### src/rtl/apb_master_arbiter_if.sv
`default_nettype none
// +----------------------------------------------------------------------------+
// | apb_master_arbiter_if : requester command/response channels + APB3 signals |
// | Revision: 1.0                                                              |
// +----------------------------------------------------------------------------+
interface apb_master_arbiter_if #(
    parameter int NUM_REQ = 2
);
    logic [NUM_REQ-1:0]    req_valid;
    logic [NUM_REQ-1:0]    req_write;
    logic [NUM_REQ*32-1:0] req_addr;
    logic [NUM_REQ*32-1:0] req_wdata;
    logic [NUM_REQ-1:0]    req_ready;
    logic [NUM_REQ-1:0]    rsp_valid;
    logic [31:0]           rsp_rdata;
    logic                  rsp_err;
    logic                  busy;
    logic                  PSELx;
    logic                  PENABLE;
    logic                  PWRITE;
    logic [31:0]           PADDR;
    logic [31:0]           PWDATA;
    logic [31:0]           PRDATA;
    logic                  PREADY;
    logic                  PSLVERR;

    modport master (
        input  req_valid, req_write, req_addr, req_wdata, PRDATA, PREADY, PSLVERR,
        output req_ready, rsp_valid, rsp_rdata, rsp_err, busy,
               PSELx, PENABLE, PWRITE, PADDR, PWDATA
    );

    modport slave (
        output req_valid, req_write, req_addr, req_wdata, PRDATA, PREADY, PSLVERR,
        input  req_ready, rsp_valid, rsp_rdata, rsp_err, busy,
               PSELx, PENABLE, PWRITE, PADDR, PWDATA
    );
endinterface
`default_nettype wire

### src/rtl/apb_master_arbiter.sv
`default_nettype none
// +----------------------------------------------------------------------------+
// | apb_master_arbiter : round-robin APB3 master shared by NUM_REQ requesters. |
// | Optional ACCESS timeout enabled by macro APB_ARB_TIMEOUT_EN.               |
// | Revision: 1.0                                                              |
// +----------------------------------------------------------------------------+
module apb_master_arbiter #(
    parameter int NUM_REQ        = 2,
    parameter int TIMEOUT_CYCLES = 16
) (
    input  wire logic            PCLK,
    input  wire logic            PRESETn,
    apb_master_arbiter_if.master bus
);
    localparam int                   c_IDX_W = (NUM_REQ > 2) ? 2 : 1;
    localparam logic [c_IDX_W-1:0]   c_LAST  = c_IDX_W'(NUM_REQ - 1);
    localparam logic [NUM_REQ-1:0]   c_ONE   = NUM_REQ'(1);

    typedef enum logic [1:0] {
        S_IDLE   = 2'd0,
        S_SETUP  = 2'd1,
        S_ACCESS = 2'd2
    } state_t;

    state_t               r_state;
    state_t               w_state_nxt;
    logic [c_IDX_W-1:0]   r_last_grant;
    logic [c_IDX_W-1:0]   w_pick;
    logic                 w_grant;
    logic                 w_done;
    logic                 w_timeout;
    logic [NUM_REQ-1:0]   w_ready;
    logic                 r_psel;
    logic                 r_penable;
    logic                 r_pwrite;
    logic [31:0]          r_paddr;
    logic [31:0]          r_pwdata;
    logic [NUM_REQ-1:0]   r_rsp_valid;
    logic [31:0]          r_rsp_rdata;
    logic                 r_rsp_err;

    // First valid requester found walking upward from the one after last_grant.
    function automatic logic [c_IDX_W-1:0] f_rr_pick(input logic [NUM_REQ-1:0] valid,
                                                     input logic [c_IDX_W-1:0] last);
        logic [c_IDX_W-1:0] idx;
        logic [c_IDX_W-1:0] pick;
        logic               found;
        idx   = last;
        pick  = last;
        found = 1'b0;
        for (int k = 0; k < NUM_REQ; k++) begin
            idx = (idx == c_LAST) ? '0 : idx + 1'b1;
            if (!found && valid[idx]) begin
                pick  = idx;
                found = 1'b1;
            end
        end
        return pick;
    endfunction

    always_comb w_pick = f_rr_pick(bus.req_valid, r_last_grant);

`ifdef APB_ARB_TIMEOUT_EN
    localparam int c_TO_W = $clog2(TIMEOUT_CYCLES + 1);
    logic [c_TO_W-1:0] r_to_cnt;

    always_ff @(posedge PCLK or negedge PRESETn) begin
        if (!PRESETn) begin
            r_to_cnt <= '0;
        end else if (w_grant) begin
            r_to_cnt <= '0;
        end else if (r_state == S_ACCESS && !bus.PREADY) begin
            r_to_cnt <= r_to_cnt + 1'b1;
        end
    end

    // Abort on the wait cycle that brings the count to the limit; PREADY=1 wins.
    assign w_timeout = (r_state == S_ACCESS) && !bus.PREADY &&
                       (r_to_cnt == c_TO_W'(TIMEOUT_CYCLES - 1));
`else
    assign w_timeout = 1'b0;
`endif

    always_ff @(posedge PCLK or negedge PRESETn) begin
        if (!PRESETn) begin
            r_state <= S_IDLE;
        end else begin
            r_state <= w_state_nxt;
        end
    end

    // Grant is gated by PRESETn so req_ready stays low while reset is held.
    always_comb begin
        w_state_nxt = r_state;
        w_grant     = 1'b0;
        w_done      = 1'b0;
        w_ready     = '0;
        case (r_state)
            S_IDLE: begin
                if (PRESETn && |bus.req_valid) begin
                    w_grant     = 1'b1;
                    w_ready     = c_ONE << w_pick;
                    w_state_nxt = S_SETUP;
                end
            end
            S_SETUP:  w_state_nxt = S_ACCESS;
            S_ACCESS: begin
                if (bus.PREADY || w_timeout) begin
                    w_done      = 1'b1;
                    w_state_nxt = S_IDLE;
                end
            end
            default:  w_state_nxt = S_IDLE;
        endcase
    end

    always_ff @(posedge PCLK or negedge PRESETn) begin
        if (!PRESETn) begin
            r_last_grant <= c_LAST;
            r_psel       <= 1'b0;
            r_penable    <= 1'b0;
            r_pwrite     <= 1'b0;
            r_paddr      <= '0;
            r_pwdata     <= '0;
            r_rsp_valid  <= '0;
            r_rsp_rdata  <= '0;
            r_rsp_err    <= 1'b0;
        end else begin
            r_rsp_valid <= '0;
            if (w_grant) begin
                r_last_grant <= w_pick;
                r_psel       <= 1'b1;
                r_penable    <= 1'b0;
                r_pwrite     <= bus.req_write[w_pick];
                r_paddr      <= bus.req_addr[32*w_pick +: 32];
                r_pwdata     <= bus.req_write[w_pick] ? bus.req_wdata[32*w_pick +: 32] : 32'h0;
            end
            if (r_state == S_SETUP) begin
                r_penable <= 1'b1;
            end
            if (w_done) begin
                r_psel      <= 1'b0;
                r_penable   <= 1'b0;
                r_rsp_valid <= c_ONE << r_last_grant;
                r_rsp_rdata <= (w_timeout || r_pwrite) ? 32'h0 : bus.PRDATA;
                r_rsp_err   <= w_timeout | bus.PSLVERR;
            end
        end
    end

    assign bus.req_ready = w_ready;
    assign bus.rsp_valid = r_rsp_valid;
    assign bus.rsp_rdata = r_rsp_rdata;
    assign bus.rsp_err   = r_rsp_err;
    assign bus.busy      = (r_state != S_IDLE);
    assign bus.PSELx     = r_psel;
    assign bus.PENABLE   = r_penable;
    assign bus.PWRITE    = r_pwrite;
    assign bus.PADDR     = r_paddr;
    assign bus.PWDATA    = r_pwdata;
endmodule
`default_nettype wire

### src/flat_wrapper.sv
// flat-port wrapper written by rule: the top's interface ports become plain ports
module apb_master_arbiter_flat 
#(
    parameter int NUM_REQ        = 2,
    parameter int TIMEOUT_CYCLES = 16
)
  (PCLK, PRESETn, bus_req_valid, bus_req_write, bus_req_addr, bus_req_wdata, bus_PRDATA, bus_PREADY, bus_PSLVERR, bus_req_ready, bus_rsp_valid, bus_rsp_rdata, bus_rsp_err, bus_busy, bus_PSELx, bus_PENABLE, bus_PWRITE, bus_PADDR, bus_PWDATA);
  apb_master_arbiter_if #(.NUM_REQ(NUM_REQ)) bus_i ();
  input  wire logic PCLK;
  input  wire logic PRESETn;
  input wire logic [$bits(bus_i.req_valid)-1:0] bus_req_valid;
  input wire logic [$bits(bus_i.req_write)-1:0] bus_req_write;
  input wire logic [$bits(bus_i.req_addr)-1:0] bus_req_addr;
  input wire logic [$bits(bus_i.req_wdata)-1:0] bus_req_wdata;
  input wire logic [$bits(bus_i.PRDATA)-1:0] bus_PRDATA;
  input wire logic [$bits(bus_i.PREADY)-1:0] bus_PREADY;
  input wire logic [$bits(bus_i.PSLVERR)-1:0] bus_PSLVERR;
  output wire logic [$bits(bus_i.req_ready)-1:0] bus_req_ready;
  output wire logic [$bits(bus_i.rsp_valid)-1:0] bus_rsp_valid;
  output wire logic [$bits(bus_i.rsp_rdata)-1:0] bus_rsp_rdata;
  output wire logic [$bits(bus_i.rsp_err)-1:0] bus_rsp_err;
  output wire logic [$bits(bus_i.busy)-1:0] bus_busy;
  output wire logic [$bits(bus_i.PSELx)-1:0] bus_PSELx;
  output wire logic [$bits(bus_i.PENABLE)-1:0] bus_PENABLE;
  output wire logic [$bits(bus_i.PWRITE)-1:0] bus_PWRITE;
  output wire logic [$bits(bus_i.PADDR)-1:0] bus_PADDR;
  output wire logic [$bits(bus_i.PWDATA)-1:0] bus_PWDATA;
  assign bus_i.req_valid = bus_req_valid;
  assign bus_i.req_write = bus_req_write;
  assign bus_i.req_addr = bus_req_addr;
  assign bus_i.req_wdata = bus_req_wdata;
  assign bus_i.PRDATA = bus_PRDATA;
  assign bus_i.PREADY = bus_PREADY;
  assign bus_i.PSLVERR = bus_PSLVERR;
  assign bus_req_ready = bus_i.req_ready;
  assign bus_rsp_valid = bus_i.rsp_valid;
  assign bus_rsp_rdata = bus_i.rsp_rdata;
  assign bus_rsp_err = bus_i.rsp_err;
  assign bus_busy = bus_i.busy;
  assign bus_PSELx = bus_i.PSELx;
  assign bus_PENABLE = bus_i.PENABLE;
  assign bus_PWRITE = bus_i.PWRITE;
  assign bus_PADDR = bus_i.PADDR;
  assign bus_PWDATA = bus_i.PWDATA;
  apb_master_arbiter #(.NUM_REQ(NUM_REQ), .TIMEOUT_CYCLES(TIMEOUT_CYCLES)) u_core (.PCLK(PCLK), .PRESETn(PRESETn), .bus(bus_i));
endmodule
### config.mk
export PLATFORM = sky130hd
export DESIGN_NAME = apb_master_arbiter_flat
export DESIGN_NICKNAME = d
export VERILOG_FILES = /design/src/rtl/apb_master_arbiter_if.sv /design/src/rtl/apb_master_arbiter.sv /design/src/flat_wrapper.sv
export SDC_FILE = /design/constraint.sdc
export NUM_CORES = 1
export LEC_CHECK = 0
export CAP_MARGIN = 20
export CORE_MARGIN = 1.5
export CORE_UTILIZATION = 35
export DETAILED_ROUTE_END_ITERATION = 8
export PLACE_DENSITY = 0.85
export SETUP_SLACK_MARGIN = 0.4
export SYNTH_ARGS = -nofsm -noshare
export SYNTH_HDL_FRONTEND = slang
export SYNTH_SLANG_ARGS = --single-unit
export TNS_END_PERCENT = 1
### constraint.sdc
create_clock -name PCLK -period 2.8 [get_ports PCLK]
set_input_delay 0.56 -clock PCLK [delete_from_list [all_inputs] [get_ports PCLK]]
set_output_delay 0.56 -clock PCLK [all_outputs]
set_load 0.05 [all_outputs]
[After elaboration in Yosys (flattened, before gate mapping)]
Index checks and enable logic that the tools add are counted.
W data, S select, Z words.
Storage, ports and cells
  register bits after elaboration: 105
  latch bits: 0
  RAM bits: 0
  ROM bits: 0
  input port bits: 168
  output and inout port bits: 105
  logic and storage cells: 60
  memories: 0
Cells by class
  add/subtract/negate cells: 2
  $mul: 0
  div/mod/pow operators: 0
  $lt $le $gt $ge: 3
  eq/ne operators: 4
  shift-type cells: 4
  muxes and demuxes: 28
  bitwise gates (word level): 0
  reductions and logical operators: 9
Operators with widths (count)
  $shiftx A64 B7 Y32: 2
  $mux W32: 2
  $mux W1: 20
  $mux W2: 5
  $lt A1 B2 Y1 const B: 3
  $pmux W2 S3: 1
  $reduce_bool A2 Y1: 2
  $shl A1 B1 Y2 const A: 2
  $reduce_bool A3 Y1: 1
  $add A1 B1 Y1 const B: 2
  $eq A2 B1 Y1 const B: 1
  $eq A2 B2 Y1 const B: 1
  $logic_and A1 B1 Y1: 2
  $logic_not A2 Y1: 1
  $ne A2 B1 Y1 const B: 1
  $ne A2 B2 Y1 const B: 1
  $reduce_and A2 Y1: 1
  $reduce_or A2 Y1: 1
  $logic_not A1 Y1: 1

[Longest topological paths before layout]
Gate-level depths: netlist (run 1).
  depth after elaboration: 11
  gate-level depth with buffers: 7

[Worst setup path before layout (run 1)]
OpenSTA, ideal clock, no wires.
  path kind: input port to output port
  start point: input port bus_req_valid[1]
  end point: output port bus_req_ready[0]
  arrival time: 1976 ps
  path slack: 264 ps
  cell stages on the path: 5
  path buffers: 3
  path through: or2_1 > buf_2 > buf_4 > buf_2 > a21oi_1
Between the ends
  word-level cells in the longest chain between the ends: 9
Ends and longest elaborated chain
  start: declaration: RTL line flat_wrapper.sv:11  | input wire logic [$bits(bus_i.req_valid)-1:0] bus_req_valid;
  $mux W1 (not written as such) (2 in a row): RTL line apb_master_arbiter.sv:53  | if (!found && valid[idx]) begin
  $mux W1: RTL line apb_master_arbiter.sv:53
  $logic_not A1 Y1: RTL line apb_master_arbiter.sv:53
  $logic_and A1 B1 Y1: RTL line apb_master_arbiter.sv:53
  $mux W1: RTL line apb_master_arbiter.sv:53
  $shl A1 B1 Y2: RTL line apb_master_arbiter.sv:102  | w_ready = c_ONE << w_pick;
  $mux W2 (*): RTL line apb_master_arbiter.sv:100  | if (PRESETn && |bus.req_valid) begin
  $mux W2 (*): RTL line apb_master_arbiter.sv:98  | case (r_state)
  end: declaration: RTL line flat_wrapper.sv:18  | output wire logic [$bits(bus_i.req_ready)-1:0] bus_req_ready;
Mark *: on every way between the ends. The rest lies on a longest branch, timed or not. The select of a mux whose other input is x is not followed.

[Final worst setup path (run 1)]
  start point: input port bus_req_valid[0]
  end point: output port bus_req_ready[1]
The elaborated chain is that of the path after synthesis.

==> results of run 1 <==
-- synthesized netlist by cell type (2+ instances only) --
master	number
nor2_1	4
a21oi_1	66
nand2_1	37
mux2i_1	2
dfrtp_1	104
nand3_1	33
nand4_1	32
inv_1	2
clkbuf_1	29
buf_4	7
o211ai_1	32
o21ai_0	66
a31oi_1	65
buf_2	30
nand2b_1	32
-- power by group --
part	internal [mW]	switching, mW	leakage, nW
sequential	2.20	0.402	1.26
combinational	1.96	3.88	1.79
clock	0.792	0.596	0.150
-- worst paths after layout --
kind,startpoint,endpoint
setup reg to reg,u_core.r_state[0]$_DFFE_PN0P_,u_core.bus.PENABLE$_DFFE_PN0P_
max in group asynchronous,PRESETn,u_core.bus.PWDATA[8]$_DFFE_PN0P_
hold / removal,PRESETn,u_core.bus.rsp_valid[1]$_DFF_PN0_
setup / recovery,bus_req_valid[0],bus_req_ready[1]
hold reg to reg,u_core.bus.rsp_rdata[16]$_DFFE_PN0P_,u_core.bus.rsp_rdata[16]$_DFFE_PN0P_
min in group PCLK,u_core.bus.rsp_rdata[16]$_DFFE_PN0P_,u_core.bus.rsp_rdata[16]$_DFFE_PN0P_
-- flip-flops by register name (all words and copies together) (netlist names) --
signal and flops:
u_core.bus.PENABLE 1, u_core.bus.PSELx 1, u_core.r_last_grant 1, u_core.bus.rsp_err 1, u_core.bus.rsp_rdata 32, u_core.bus.PWRITE 1, u_core.bus.PADDR 32, u_core.bus.PWDATA 32
u_core.r_state 2, u_core.bus.rsp_valid 2
-- per-stage QoR --
step,instance area [sq um],std cells
2_1_floorplan,5120,556
3_3_place_gp,7940,961
3_5_place_dp,7940,961
4_1_cts,8270,977
5_1_grt,8270,977
6_report,8270,977
-- layout make-up --
class                      instances  area [sq um]  share of cell area (%)
inverter                           3          11.3                   0.136
tap                              180           225                    2.72
timing repair buffer             294          2930                    35.4
clock buffer                       9           225                    2.72
sequential                       105          2630                    31.8
clock inverter                     7           103                    1.24
multi-input combinational        379          2150                    26.0
-- placed cells by master, fill, tap and decap left out, drive strengths merged, types with 2 or more instances in the layout --
master | Yosys | final
clkdlybuf4s50 | 0 | 267
a31oi | 65 | 65
buf | 39 | 25
clkbuf | 30 | 9
bufinv | 0 | 2
clkinvlp | 0 | 3
nand4 | 32 | 32
nand2b | 32 | 32
nand2 | 38 | 38
o211ai | 32 | 32
nand3 | 33 | 33
or2 | 3 | 3
a21oi | 66 | 66
nor2 | 4 | 4
o21ai | 66 | 66
inv | 3 | 4
dfrtp | 104 | 104
mux2i | 2 | 2
-- what timing repair did --
item | in CTS | in global routing
hold endpoints to repair | 0 | 0
endpoints found under the setup margin | 1 | 1
setup buffers | 0 | 0
gates resized for setup | 1 | 1
-- per-layer routing --
| metal | GRT usage (%) | vias to the layer above | share of wire, % |
|---|---|---|---|
| met5 | 0 | - | 0.072 |
| met4 | 10.3 | 2 | 3.3 |
| met3 | 8.33 | 40 | 9.5 |
| met2 | 40.0 | 270 | 49 |
| met1 | 26.9 | 2477 | 38 |
| li1 | - | 2524 | - |
-- cells by family (layout without fill, tap and decap cells) --
| group | Yosys count | after routing | share of synthesized area, % |
|---|---|---|---|
| multiplexers | 3 | 3 | 0.612 |
| AND/OR/NAND/NOR | 145 | 145 | 15.2 |
| flip-flops | 105 | 105 | 51.4 |
| buffers and inverters | 72 | 313 | 6.88 |
| AO/OA/AOI/OAI | 231 | 231 | 25.9 |
==> run metrics, run 1 <==
Crit path largest cell delay 480 ps; core area 0.0141 sq mm; Die X 124 microns; diode count 0; Worst Path Arrival 1750 ps; Fin Clk Skew 5.78 ps; synth top area cells dfrtp_1 (51%), a31oi_1 (8.0%), a21oi_1 (6.5%); DR vias 5313; Yosys cell types 30; Routed WL per cell around 19 microns; Mapped Cells 556; # rows 43; antenna-violating nets left 0; Tmin final 2310 ps; Syn Area/Cell 9.19 sq um; maximum net fanout on the critical path 4; Post-Route Setup TNS 0 ps; first-pass GRT wire length between 20000 and 30000 microns; Util after Layout 58.7%; number of global-route vias before repair 5258; total CTS buffers 9; Hold Slack 353 ps; Detailed Route Iter0 Violations 343; critical path depth 5; top cell family by delay on the critical path buffers and inverters; Layout area overhead 61.8%; R2R cell count 4; dominant cell type by area after synthesis dfrtp_1; Max stage delay cell, worst path clkdlybuf4s50_1; period utilization 82.5%; Total Power just under 10 mW; worst-path cell chain clkdlybuf4s50_1 -> or2_2 -> nand2_2 -> nor2_1 -> buf_12; FMAX 0.433 GHz; max cap viols 0; setup ws final 491 ps; Die ar. 0.0153 sq mm; Seq/Total Area, Yosys 51.4%; TritonCTS clock tree built; WS Path Type in2out; synthesized cell area 0.00511 sq mm; Post-synth EDFFs 0; layout cell share with drive strength beyond 1 6.52%; Final Hold Fails 0; TritonRoute pass-1 iters 4; Clock transition at path regs ~70 ps; RSZ-0062 raised after global routing false; Post-Route WL 18100 microns; CTS root buf clkbuf_16; Hold WC Path Type in2async; clock sink count 105; pin count of the biggest net entering global routing 67; final setup fails 0; Buf/Inv on CP 2; Top FF cell, synth dfrtp_1; Synth Register Bits between 100 and 150; Initial Utilization roughly 36%; Port Buf Inserts 272; dpl ws 376 ps; status finished clean; Worst VDD drop 0.685 mV; worst rel slew slack 50.1%; GR Util All Layers 23.6%; PD cells approximately 1200 mW/mm^2; Hold Buf Count CTS 0; pins over their slew limit 0; Synth top area share 50.9%; Pleak 3.19 nW; Via density 5.44; crit path launch type input pin; NumNets Final 960; ys async rst share 100%; GP Congestion 0.852; clk buf depth 2; fillers 1223; DRC 0; die height 124 microns; worst endpoint required time 2240 ps; gr ovfl total 0; Synth Net Count 724; initial antenna violation count 1; # IOs 273; latest clock arrival within the worst-skew pair 350 ps; reg2reg setup slack 950 ps; measured slew at the worst slew-check pin 748 ps; H-tree depth 3; Worst Setup End Kind output pin; hpwl dp 12400 microns; YS warnings 0
Power figures use the tool's default switching activity.
==> run 2, diff against run 1 <==
==> constraint.sdc (replaced) <==
create_clock -name PCLK -period 2.3 [get_ports PCLK]
set_input_delay 0.46 -clock PCLK [delete_from_list [all_inputs] [get_ports PCLK]]
set_output_delay 0.46 -clock PCLK [all_outputs]
set_load 0.05 [all_outputs]
==> run 2 against run 1 <==
Against the previous run:
- sequential cell count stayed put
- global-route usage is 0.38 points lower
- via count rose by 1.7%
- critical endpoint is now bus_PENABLE
- largest power group unchanged
- highest routed layer is now met4
==> run metrics, run 2 (synthesis gave the netlist of run 1 again) <==
Max stage delay cell, worst path clkdlybuf4s50_1; H-tree depth 3 (unchanged); non-filler cells, final 980 (+0.31%); PD cells 1430 mW/mm^2 (+20%); final instance area 0.00830 sq mm (+0.35%); sw frac 50.1% (+0.48 points); Final Hold Fails 0 (unchanged); pins over their slew limit 0 (unchanged); clock sink count 105 (unchanged); Buf/Inv on CP 1 (-1); top cell family by delay on the critical path buffers and inverters; die height 124 microns (unchanged); Tmin final 2010 ps; reg2reg setup slack 490 ps (-460 ps); Die X 124 microns (unchanged); worst-path cell chain clkdlybuf4s50_1; Util after Layout 58.9% (+0.20 points); CTS root buf clkbuf_16; Layout area overhead 62.4%; most frequent cells in the layout clkdlybuf4s50_1 (265), dfrtp_1 (102), o21ai_0 (66); Pleak 3.20 nW (+0.25%); dpl cells 961 (unchanged); NumNets Final 964 (+0.42%); diode count 0 (unchanged); Hold Slack 264 ps (-88.9 ps); FMAX ~0.50 GHz; most common cell after layout, fill and taps aside clkdlybuf4s50_1; WS Path Type reg2out; number of global-route vias before repair 5218 (-0.76%); GP Congestion 0.818 (-4.0%); Worst Path Arrival 1550 ps (-200 ps); layout cell share with drive strength beyond 1 7.12% (+0.60 points); max cap viols 0 (unchanged); Post-Route Setup TNS 0 ps (unchanged); initial antenna violation count 0 (-1); # IOs 273 (unchanged); maximum net fanout on the critical path 3 (-1); Die ar. 0.0153 sq mm (unchanged); total CTS buffers 9 (unchanged); Initial Utilization 36.3% (unchanged); Worst Setup End Kind output pin; pin count of the biggest net entering global routing 67 (unchanged); final setup fails 0 (unchanged); fillers 1208 (-1.2%); Routed WL per cell 18.5 microns (-0.28%); core area 0.0141 sq mm (unchanged); sw power 5.93 mW (+22%); TritonRoute pass-1 iters 5 (+1); placed cell area 0.00798 sq mm (+0.47%); Clock transition at path regs 70 ps (about the same); Flop pwr share 26.9% (+0.4 points); RSZ-0062 raised after global routing true; Detailed Route Iter0 Violations 305 (-11%); Post-Route WL 18100 microns (about the same); clk buf depth 2 (unchanged); Pint 5.91 mW (+19%); status finished clean; DR vias 5405 (+1.7%); gr ovfl total 0 (unchanged); DRC 0 (unchanged); first-pass GRT wire length 27600 microns (-0.35%); crit path launch type flop; period utilization between 80% and 90%; antenna-violating nets left 0 (unchanged); Hold WC Path Type in2async; worst endpoint required time 1840 ps (-400 ps); Via density 5.52 (+1.4%); Crit path largest cell delay 830 ps (+350 ps); Port Buf Inserts 272 (unchanged); # rows 43 (unchanged); Clk pwr share 12.5% (-1.6 points); dpl ws 27.6 ps (-348 ps); Worst VDD drop 0.613 mV (-10%); measured slew at the worst slew-check pin 753 ps (+4.61 ps); setup ws final 285 ps (-206 ps); TritonCTS clock tree built; GR Util All Layers 23.2% (-0.38 points); hpwl dp 12600 microns (+1.4%); Fin Clk Skew 6.08 ps (+0.307 ps); Total Power 11.8 mW (+20%); worst rel slew slack 49.8% (-0.31 points); Gate power share 60.6% (+1.2 points); latest clock arrival within the worst-skew pair 340 ps (about the same)
## run 2: power groups by stage
stage	Sequential, mW	Combinational, mW	Clock (mW)
after floorplan	6.01	1.76	0
after global placement	3.17	7.12	0
after detailed placement	3.20	7.19	0
after CTS	3.18	7.20	1.53
after global routing	3.28	7.59	1.59
final	3.19	7.18	1.48
## run 2: path summary, 6_finish.rpt
path	start	endpoint	cells after the start
worst min-delay path	PRESETn	u_core.bus.rsp_rdata[9]$_DFFE_PN0P_	2
worst max register to register	u_core.r_state[0]$_DFFE_PN0P_	u_core.bus.PENABLE$_DFFE_PN0P_	5
worst min register to register	u_core.bus.rsp_rdata[15]$_DFFE_PN0P_	u_core.bus.rsp_rdata[15]$_DFFE_PN0P_	2
max in group asynchronous	PRESETn	u_core.bus.PWDATA[7]$_DFFE_PN0P_	2
min in group PCLK	u_core.bus.rsp_rdata[15]$_DFFE_PN0P_	u_core.bus.rsp_rdata[15]$_DFFE_PN0P_	2
worst max-delay path	u_core.bus.PENABLE$_DFFE_PN0P_	bus_PENABLE	1
## run 2: area by class of cell
cell class                      count  area, sq um  share of cell area (%)
Timing Repair Buffer              298         2980                    35.9
Sequential cell                   105         2630                    31.7
Multi-Input combinational cell    379         2170                    26.1
Clock buffer                       12          256                    3.09
Tap cell                          180          225                    2.71
Clock inverter                      3         25.0                   0.301
Inverter                            3         11.3                   0.136
## run 2: per-layer routing
metal  GRT usage, %  part of all wire (%)
met4           7.54                   2.0
met5              0                     0
met2           38.9                    48
met1           29.0                    40
met3           6.55                   9.6
## run 2: repair_timing
action                                  CTS  global route
hold endpoints to repair                  6             0
pin swaps                                 1             2
endpoints found under the setup margin  104           130
setup buffers                             1             2
resized for setup                         6             1
hold buffers                              1             0
==> run 3, diff against run 2 <==
--- a/config.mk
+++ b/config.mk
@@ -10,6 +10,7 @@
 export CORE_UTILIZATION = 35
 export DETAILED_ROUTE_END_ITERATION = 8
 export PLACE_DENSITY = 0.85
+export RECOVER_POWER = 25
 export SETUP_SLACK_MARGIN = 0.4
 export SYNTH_ARGS = -nofsm -noshare
 export SYNTH_HDL_FRONTEND = slang
==> run 3 against run 2 <==
Against the previous run:
- setup slack got worse by 0.69 ps
- highest routed layer unchanged
- critical path depth did not move
- largest power group unchanged
- maximum frequency about the same
- non-clock buffer count stayed put
==> run metrics, run 3 (synthesis gave the netlist of run 1 again) <==
CTS root buf clkbuf_16; non-filler cells, final 980 (unchanged); DRC 0 (unchanged); Routed WL per cell 18.4 microns (about the same); clk buf depth 2 (unchanged); Crit path largest cell delay 830 ps (about the same); Worst Path Arrival 1560 ps (about the same); TritonCTS clock tree built; NumNets Final 964 (unchanged); Initial Utilization 36.3% (unchanged); Final Hold Fails 0 (unchanged); GP Congestion 0.818 (unchanged); gr ovfl total 0 (unchanged); antenna-violating nets left 0 (unchanged); diode count 0 (unchanged); measured slew at the worst slew-check pin 1400 ps (+643 ps); PD cells 1430 mW/mm^2 (about the same); top cell family by delay on the critical path buffers and inverters; initial antenna violation count 0 (unchanged); Clock transition at path regs 70 ps (about the same); hpwl dp 12600 microns (unchanged); final instance area 0.00829 sq mm (-0.11%); pin count of the biggest net entering global routing 67 (unchanged); Tmin final 2020 ps (+0.686 ps); Die X 124 microns (unchanged); first-pass GRT wire length 27600 microns (unchanged); final setup fails 0 (unchanged); layout cell share with drive strength beyond 1 7.00% (-0.12 points); most common cell after layout, fill and taps aside clkdlybuf4s50_1; worst rel slew slack 6.92% (-43 points); latest clock arrival within the worst-skew pair 340 ps (about the same); TritonRoute pass-1 iters 5 (unchanged); Fin Clk Skew 6.19 ps (+0.103 ps); die height 124 microns (unchanged); Via density 5.51 (about the same); Worst Setup End Kind output pin; H-tree depth 3 (unchanged); total CTS buffers 9 (unchanged); Port Buf Inserts 272 (unchanged); number of global-route vias before repair 5218 (unchanged); pins over their slew limit 0 (unchanged); dpl cells 961 (unchanged); Post-Route WL 18100 microns (about the same); most frequent cells in the layout clkdlybuf4s50_1 (265), dfrtp_1 (102), o21ai_0 (66); period utilization 87.6% (about the same); Hold WC Path Type reg2reg; WS Path Type reg2out; core area 0.0141 sq mm (unchanged); # rows 43 (unchanged); worst endpoint required time 1840 ps (about the same); GR Util All Layers 23.2% (unchanged); Max stage delay cell, worst path clkdlybuf4s50_1; status finished clean; Post-Route Setup TNS 0 ps (unchanged); worst-path cell chain clkdlybuf4s50_1; Worst VDD drop 0.613 mV (about the same); DR vias 5401 (-0.074%); Layout area overhead 62.2%; placed cell area 0.00798 sq mm (unchanged); FMAX 0.496 GHz (about the same); # IOs 273 (unchanged); Buf/Inv on CP 1 (unchanged); RSZ-0062 raised after global routing true; Die ar. 0.0153 sq mm (unchanged); Detailed Route Iter0 Violations 305 (unchanged); Pleak 3.20 nW (-0.15%); clock sink count 105 (unchanged); crit path launch type flop; maximum net fanout on the critical path 3 (unchanged); max cap viols 0 (unchanged)
[run 3: cell count changes in the layout (fill, tap and decap cells not counted), sizes merged]
cell	previous run	this run
buf	29	26
clkbuf	12	15
[run 3: path summary, 6_finish.rpt]
path,slack (ps),depth (start not counted),from,to
setup / recovery,280,1,u_core.bus.PENABLE$_DFFE_PN0P_,bus_PENABLE
min in group asynchronous,620,2,PRESETn,u_core.bus.rsp_rdata[9]$_DFFE_PN0P_
hold reg to reg,480,2,u_core.bus.rsp_rdata[15]$_DFFE_PN0P_,u_core.bus.rsp_rdata[15]$_DFFE_PN0P_
hold / removal,480,2,u_core.bus.rsp_rdata[15]$_DFFE_PN0P_,u_core.bus.rsp_rdata[15]$_DFFE_PN0P_
max in group asynchronous,740,2,PRESETn,u_core.bus.PWDATA[7]$_DFFE_PN0P_
setup reg to reg,490,5,u_core.r_state[0]$_DFFE_PN0P_,u_core.bus.PENABLE$_DFFE_PN0P_
[run 3: metal layers]
metal / vias up / GRT usage (%) / routed length [microns]
met5: - / 0 / 0
met4: 0 / 7.54 / 358
met3: 27 / 6.55 / 1720
met2: 285 / 38.9 / 8740
met1: 2565 / 29.0 / 7260
li1: 2524 / - / -
[run 3: through the flow]
step           setup WS (ps)  power [mW]  utilization [%]  hold slack [ps]
3_5_place_dp            27.6        10.4             56.6              294
3_3_place_gp            74.7        10.3             56.6              294
6_report                 285        11.8             58.8              481
5_1_grt                  234        12.5             58.8              507
2_1_floorplan            412        7.77                -              164
4_1_cts                  244        11.9             58.8              281
[run 3: final cells by class]
type | instances | area (sq um)
multi-input combinational | 379 | 2170
fill | 1211 | 5800
tap | 180 | 225
sequential | 105 | 2630
inverter | 3 | 11.3
clock buffer | 12 | 256
clock inverter | 3 | 25.0
timing repair buffer | 298 | 2970
[run 3: worst reg2reg max path: stages, from the launching register on]
cell and delay (ps):
dfrtp_2 450, nor3b_4 300, buf_4 180, buf_4 410
a21boi_0 180, a2bb2oi_1 170
[run 3: repair_timing]
action	in CTS	in global routing
setup endpoints to repair	104	130
pin swaps	1	2
hold buffers	1	0
hold endpoints to repair	6	0
buffers inserted	1	2
gates resized for setup	6	1
cloned	0	0
[run 3: power by group]
part,internal (mW),switching (mW),total (mW),leakage (nW)
Clock,0.795,0.686,1.48,0.135
Combinational,2.43,4.75,7.18,1.81
Sequential,2.68,0.503,3.18,1.26
==> edit 1: new RTL, settings of run 3 <==
`NUM_REQ` is set to 2 in 3 places; all go to 4.
--- a/src/rtl/apb_master_arbiter_if.sv
+++ b/src/rtl/apb_master_arbiter_if.sv
@@ -4,7 +4,7 @@
 // | Revision: 1.0                                                              |
 // +----------------------------------------------------------------------------+
 interface apb_master_arbiter_if #(
-    parameter int NUM_REQ = 2
+    parameter int NUM_REQ = 4
 );
     logic [NUM_REQ-1:0]    req_valid;
     logic [NUM_REQ-1:0]    req_write;
--- a/src/rtl/apb_master_arbiter.sv
+++ b/src/rtl/apb_master_arbiter.sv
@@ -5,7 +5,7 @@
 // | Revision: 1.0                                                              |
 // +----------------------------------------------------------------------------+
 module apb_master_arbiter #(
-    parameter int NUM_REQ        = 2,
+    parameter int NUM_REQ        = 4,
     parameter int TIMEOUT_CYCLES = 16
 ) (
     input  wire logic            PCLK,
--- a/src/flat_wrapper.sv
+++ b/src/flat_wrapper.sv
@@ -1,7 +1,7 @@
 // flat-port wrapper written by rule: the top's interface ports become plain ports
 module apb_master_arbiter_flat 
 #(
-    parameter int NUM_REQ        = 2,
+    parameter int NUM_REQ        = 4,
     parameter int TIMEOUT_CYCLES = 16
 )
   (PCLK, PRESETn, bus_req_valid, bus_req_write, bus_req_addr, bus_req_wdata, bus_PRDATA, bus_PREADY, bus_PSLVERR, bus_req_ready, bus_rsp_valid, bus_rsp_rdata, bus_rsp_err, bus_busy, bus_PSELx, bus_PENABLE, bus_PWRITE, bus_PADDR, bus_PWDATA);
Interface: changed (6 resized); port bits go from 273 to 409. No check against the original RTL was run, so the function may have changed too.
==> edit 1 against run 3 <==
The run now ends with capacitance limit, slew limit, setup timing left; sequential cell count up 3; synthesized area increased by 31%; routed wire length rose by 53%; setup slack worse by 0.98 ns; first-iteration DRC count increased by 31%; synthesized cell count grew 46%; total power grew 55%; die area is 30% higher; design area up 43%; register-to-register slack lost 0.93 ns; via count increased by 42%; final cell count up 48%; critical path type unchanged; largest cell class unchanged; largest power group unchanged.
==> edit 1: results (changes against run 3) <==
stage,metric,value,unit,change
yosys,synth_nets,1113,,was 724
pwr,p_leak,5.18,nW,was 3.20 nW
outcome,violations,"capacitance limit, slew limit, setup timing",,
cells_and_area,multi_input_area,3900,um^2,was 2170 um^2
timing,layout_setup_ws,-0.692,ns,was 0.285 ns
timing,finalSetupViolCount,69,,was 0
worst_setup_path,r2r_setup_slack,-0.44,ns,was 0.49 ns
yosys,syn_area_per_cell,8.29,um^2,was 9.19 um^2
flow_run,max-cap-violations,1,,was 0
route,drt-wirelength-per-cell,19.0,um,was 18.4 um
worst_setup_path,r2r_start,u_core.r_last_grant[0]$_DFFE_PN1P_,,was u_core.r_state[0]$_DFFE_PN0P_
worst_setup_path,cp.arrival,2.53,ns,was 1.56 ns
cells_and_area,fillers,1561,,was 1211
place,port_buffers,408,,was 272
yosys,netlist_top_cells_area,"dfrtp_1 40%, nand2_1 7.7%, nand3_1 7.2%",,"was dfrtp_1 51%, a31oi_1 8.0%, a21oi_1 6.5%"
hold_path,worstHoldEndpoint,u_core.bus.PADDR[27]$_DFFE_PN0P_,,was u_core.bus.rsp_rdata[15]$_DFFE_PN0P_
timing,tns,-23.51,ns,was 0 ns
timing,drv_slew,109,,was 0
pwr,ir_worst_vdd,0.797,mV,was 0.613 mV
clocking,cts.clk_slew.worst_paths,0.09,ns,was 0.07 ns
global_route,grt_pass1_vias,7376,,was 5218
place,dpl.hpwl,21.3,mm,was 12.6 mm
cells_and_area,drive_above_1_share,0.145,,was 0.0700
outcome,status,"complete, but fails checks",,"was finished, final reports clean"
global_route,grt_pass1_wl,40.6,mm,was 27.6 mm
## edit 1: cell count changes in the layout (fill, tap and decap cells not counted), moves of 32 or more
cell	run 3	this run
nand4_1	32	0
a21o_1	0	34
o211ai_1	32	0
nand2_1	36	137
a31oi_1	65	33
a21oi_1	65	5
nor2_1	2	40
nand3_1	33	88
and2_1	0	32
dlygate4sd2_1	3	103
and3_1	0	33
## edit 1: worst max path at each step
stage / end / cells after the start / slack (ns) / start
after floorplan: bus_req_ready[0] / 8 / -0.57 / u_core.r_last_grant[0]$_DFFE_PN1P_
after CTS: bus_req_ready[1] / 8 / -0.71 / u_core.r_last_grant[0]$_DFFE_PN1P_
after global placement: u_core.bus.PWDATA[31]$_DFFE_PN0P_ / 10 / -0.65 / bus_req_valid[2]
after global routing: bus_req_ready[1] / 8 / -0.81 / u_core.r_last_grant[0]$_DFFE_PN1P_
after detailed placement: u_core.bus.PWDATA[10]$_DFFE_PN0P_ / 10 / -0.74 / bus_req_valid[2]
final: bus_req_ready[0] / 8 / -0.69 / u_core.r_last_grant[0]$_DFFE_PN1P_
## edit 1: worst max-delay path: stages, from the launching register on
cell	delay (ns)
dfstp_2	0.58
buf_4	0.16
or2_4	0.14
mux4_2	0.51
o22ai_2	0.21
a2bb2oi_4	0.10
buf_12	0.15
nor3_4	0.16
buf_6	0.18
## edit 1: cells by family after synthesis
| logic type | after synthesis | share of synthesized area |
|---|---|---|
| AOI/OAI and AO/OA | 186 | 0.193 |
| adders and majority gates | 4 | 0.00746 |
| buffers and inverters | 89 | 0.0585 |
| DFF | 108 | 0.403 |
| muxes | 36 | 0.0619 |
| and+or+nand+nor | 386 | 0.276 |
## edit 1: timing repair
item | in CTS | in global routing
setup buffers | 3 | 0
hold buffers | 0 | 0
cloned | 0 | 0
pin swaps | 7 | 2
endpoints found under the setup margin | 176 | 72
resized for setup | 147 | 16
## edit 1: cell type report
class,count,share of cell area
diodes,1,0.000211
clock buffers,9,0.0190
clock inverters,7,0.00675
inverters,11,0.00369
multi-input cells,612,0.329
flip-flops and latches,108,0.228
well taps,234,0.0247
repair buffers,471,0.389
## edit 1: layer usage
metal / GRT usage / wire (um) / up-vias
met3: 0.0722 / 2530 / 46
li1: - / - / 3643
met1: 0.303 / 10400 / 3627
met5: 0 / 0 / -
met4: 0.0960 / 762 / 0
met2: 0.471 / 14000 / 370
## edit 1: power by group through the flow
stage | Clock, mW | Combinational, mW | Sequential [mW]
finish | 1.59 | 13.5 | 3.27
floorplan | 0 | 5.67 | 6.12
global route | 1.70 | 14.3 | 3.37
CTS | 1.63 | 13.4 | 3.26
global placement | 0 | 13.2 | 3.29
detailed placement | 0 | 13.4 | 3.31
==> edit 2: new RTL, flow settings as in run 3 <==
Made on the original files. The 3 states of `state_t` get a one-hot encoding in 3 bits.
--- a/src/rtl/apb_master_arbiter.sv
+++ b/src/rtl/apb_master_arbiter.sv
@@ -16,10 +16,10 @@
     localparam logic [c_IDX_W-1:0]   c_LAST  = c_IDX_W'(NUM_REQ - 1);
     localparam logic [NUM_REQ-1:0]   c_ONE   = NUM_REQ'(1);
 
-    typedef enum logic [1:0] {
-        S_IDLE   = 2'd0,
-        S_SETUP  = 2'd1,
-        S_ACCESS = 2'd2
+    typedef enum logic [2:0] {
+        S_IDLE   = 3'b001,
+        S_SETUP  = 3'b010,
+        S_ACCESS = 3'b100
     } state_t;
 
     state_t               r_state;
Behaviour: same outputs for any inputs over 10 cycles, from zero or initial values and one cycle with PRESETn low; not proved beyond that.
==> edit 2 against run 3 <==
Sequential cell count increased by 1; setup slack got worse by 0.11 ns; routed wire length increased by 1.7%; largest cell class unchanged; via count increased by 1.2%; non-clock buffer count increased by 6; design area increased by 2.6%; critical path type unchanged; die area increased by 0.38%; total power increased by 3.5%; largest power group unchanged; core utilization increased by 0.16 points; worst hold slack about the same; synthesized area increased by 0.39%.
==> edit 2: results (changes against run 3) <==
stage,metric,value,unit,change
outcome,status,"finished, final reports clean",,unchanged
yosys,netlist_top_cells_area,"dfrtp_1 51%, a31oi_1 7.9%, a21oi_1 6.5%",,"was dfrtp_1 51%, a31oi_1 8.0%, a21oi_1 6.5%"
cells_and_area,fin_nets,970,,was 964
place,dpl.hpwl,12.2,mm,was 12.6 mm
hold_path,worstHoldEndpoint,u_core.bus.rsp_rdata[31]$_DFFE_PN0P_,,was u_core.bus.rsp_rdata[15]$_DFFE_PN0P_
cells_and_area,final_cells,990,,was 980
global_route,grt_max_degree,107,,was 67
clocking,clock-root-buffer,clkbuf_16,,unchanged
yosys,synth.top_cells.by_count,"104 x dfrtp_1, 67 x a21oi_1, 65 x a31oi_1, 65 x o21ai_0, 35 x nand2_1",,"was 104 x dfrtp_1, 66 x a21oi_1, 66 x o21ai_0"
global_route,gr-usage-all-layers,0.237,,was 0.232
route,wirelength,18.4,mm,was 18.1 mm
timing,tightest_slew,1.48,ns,was 1.40 ns
clocking,clockBufferDepth,2,,unchanged
worst_setup_path,r2r_setup_slack,0.43,ns,was 0.49 ns
place,port_buffers,272,,unchanged
route,drt-initial-drc-count,292,,was 305
clocking,numCtsBuffers,9,,unchanged
yosys,synth_nets,724,,unchanged
pwr,ir_worst_vdd,0.847,mV,was 0.613 mV
yosys,synth_ff_type,dfrtp_1,,unchanged
worst_setup_path,cp_max_fo,3,,unchanged
cells_and_area,num_antenna_cells,0,,unchanged
hold_path,hold_path_depth,2,,unchanged
yosys,synthArstFlopShare,1.00,,unchanged
worst_setup_path,rr_endpoint,u_core.bus.PADDR[7]$_DFFE_PN0P_,,was u_core.bus.PENABLE$_DFFE_PN0P_
clocking,cts.clk_slew.worst_paths,0.06,ns,
worst_setup_path,cp-endpoint,bus_req_ready[0],,was bus_PENABLE
worst_setup_path,worstRegToRegCells,7,,was 5
clocking,cts-htree-levels,3,,unchanged
global_route,antenna_found_initial,0,,unchanged
hold_path,min_from,u_core.bus.rsp_rdata[31]$_DFFE_PN0P_,,was u_core.bus.rsp_rdata[15]$_DFFE_PN0P_
cells_and_area,drive_above_1_share,0.0819,,was 0.0700
route,dr.pass1.iters,4,,was 5
place,place_congestion,0.773,,was 0.818
yosys,syn_inst,556,,unchanged
yosys,yosys_warnings,0,,unchanged
worst_setup_path,cp.arrival,1.67,ns,was 1.56 ns
route,vias,5467,,was 5401
worst_setup_path,cp-startpoint,u_core.r_state[0]$_DFFE_PN1P_,,was u_core.bus.PENABLE$_DFFE_PN0P_
yosys,synth.distinct_cells,27,,was 30
timing,fin_skew,0.00971,ns,was 0.00619 ns
clocking,clk_latency,0.36,ns,was 0.34 ns
hold_path,holdCritPathClass,reg -> reg,,unchanged
yosys,seq_area_frac_synth,0.517,,was 0.514
global_route,grt_pass1_vias,5405,,was 5218
pwr,p_leak,3.32,nW,was 3.20 nW
global_route,grt_pass1_wl,27.9,mm,was 27.6 mm
[edit 2: cell type report]
type                            instances  area, um^2
Fill cell                            1227        5920
Timing Repair Buffer                  304        3110
Sequential cell                       106        2660
Multi-Input combinational cell        378        2170
Clock buffer                           11         253
Tap cell                              184         230
Clock inverter                          4        73.8
Inverter                                3        11.3
[edit 2: routing by layer]
metal	track usage	up-vias	part of all wire
met4	0.117	0	0.036
met2	0.392	268	0.48
met5	0	-	0
met3	0.0733	43	0.092
met1	0.278	2605	0.39
li1	-	2551	-
[edit 2: power by group]
group	internal, mW	switching, mW	total (mW)
Combinational	2.60	4.77	7.37
Clock	1.01	0.696	1.71
Sequential	2.69	0.490	3.18
[edit 2: cells by family after synthesis]
logic type             synth area share
buffers and inverters            0.0687
flip-flops                        0.517
multiplexers                    0.00414
AND/OR/NAND/NOR                   0.151
AO/OA/AOI/OAI                     0.259
[edit 2: repair_timing]
| action | CTS | global route |
|---|---|---|
| setup endpoints to repair | 104 | 104 |
| cloned | 2 | 0 |
| resized for setup | 3 | 1 |
| endpoints found under the hold margin | 0 | 0 |
| hold buffers | 0 | 0 |
| pin swaps | 1 | 1 |
| setup buffers | 4 | 2 |
[edit 2: stage by stage]
step	util	worst slack [ns]	hold WS [ns]	area, um^2
floorplan	-	0.280	0.164	5150
global route	0.590	0.125	0.507	8510
detailed placement	0.560	0.150	0.472	8070
global placement	0.560	0.157	0.462	8070
finish	0.590	0.171	0.481	8510
CTS	0.590	0.170	0.261	8510
[edit 2: critical path: stages, from the launching register on]
cell,delay [ns]
dfstp_2,0.54
nor3b_4,0.31
nand2_2,0.16
a21oi_4,0.16
buf_12,0.15
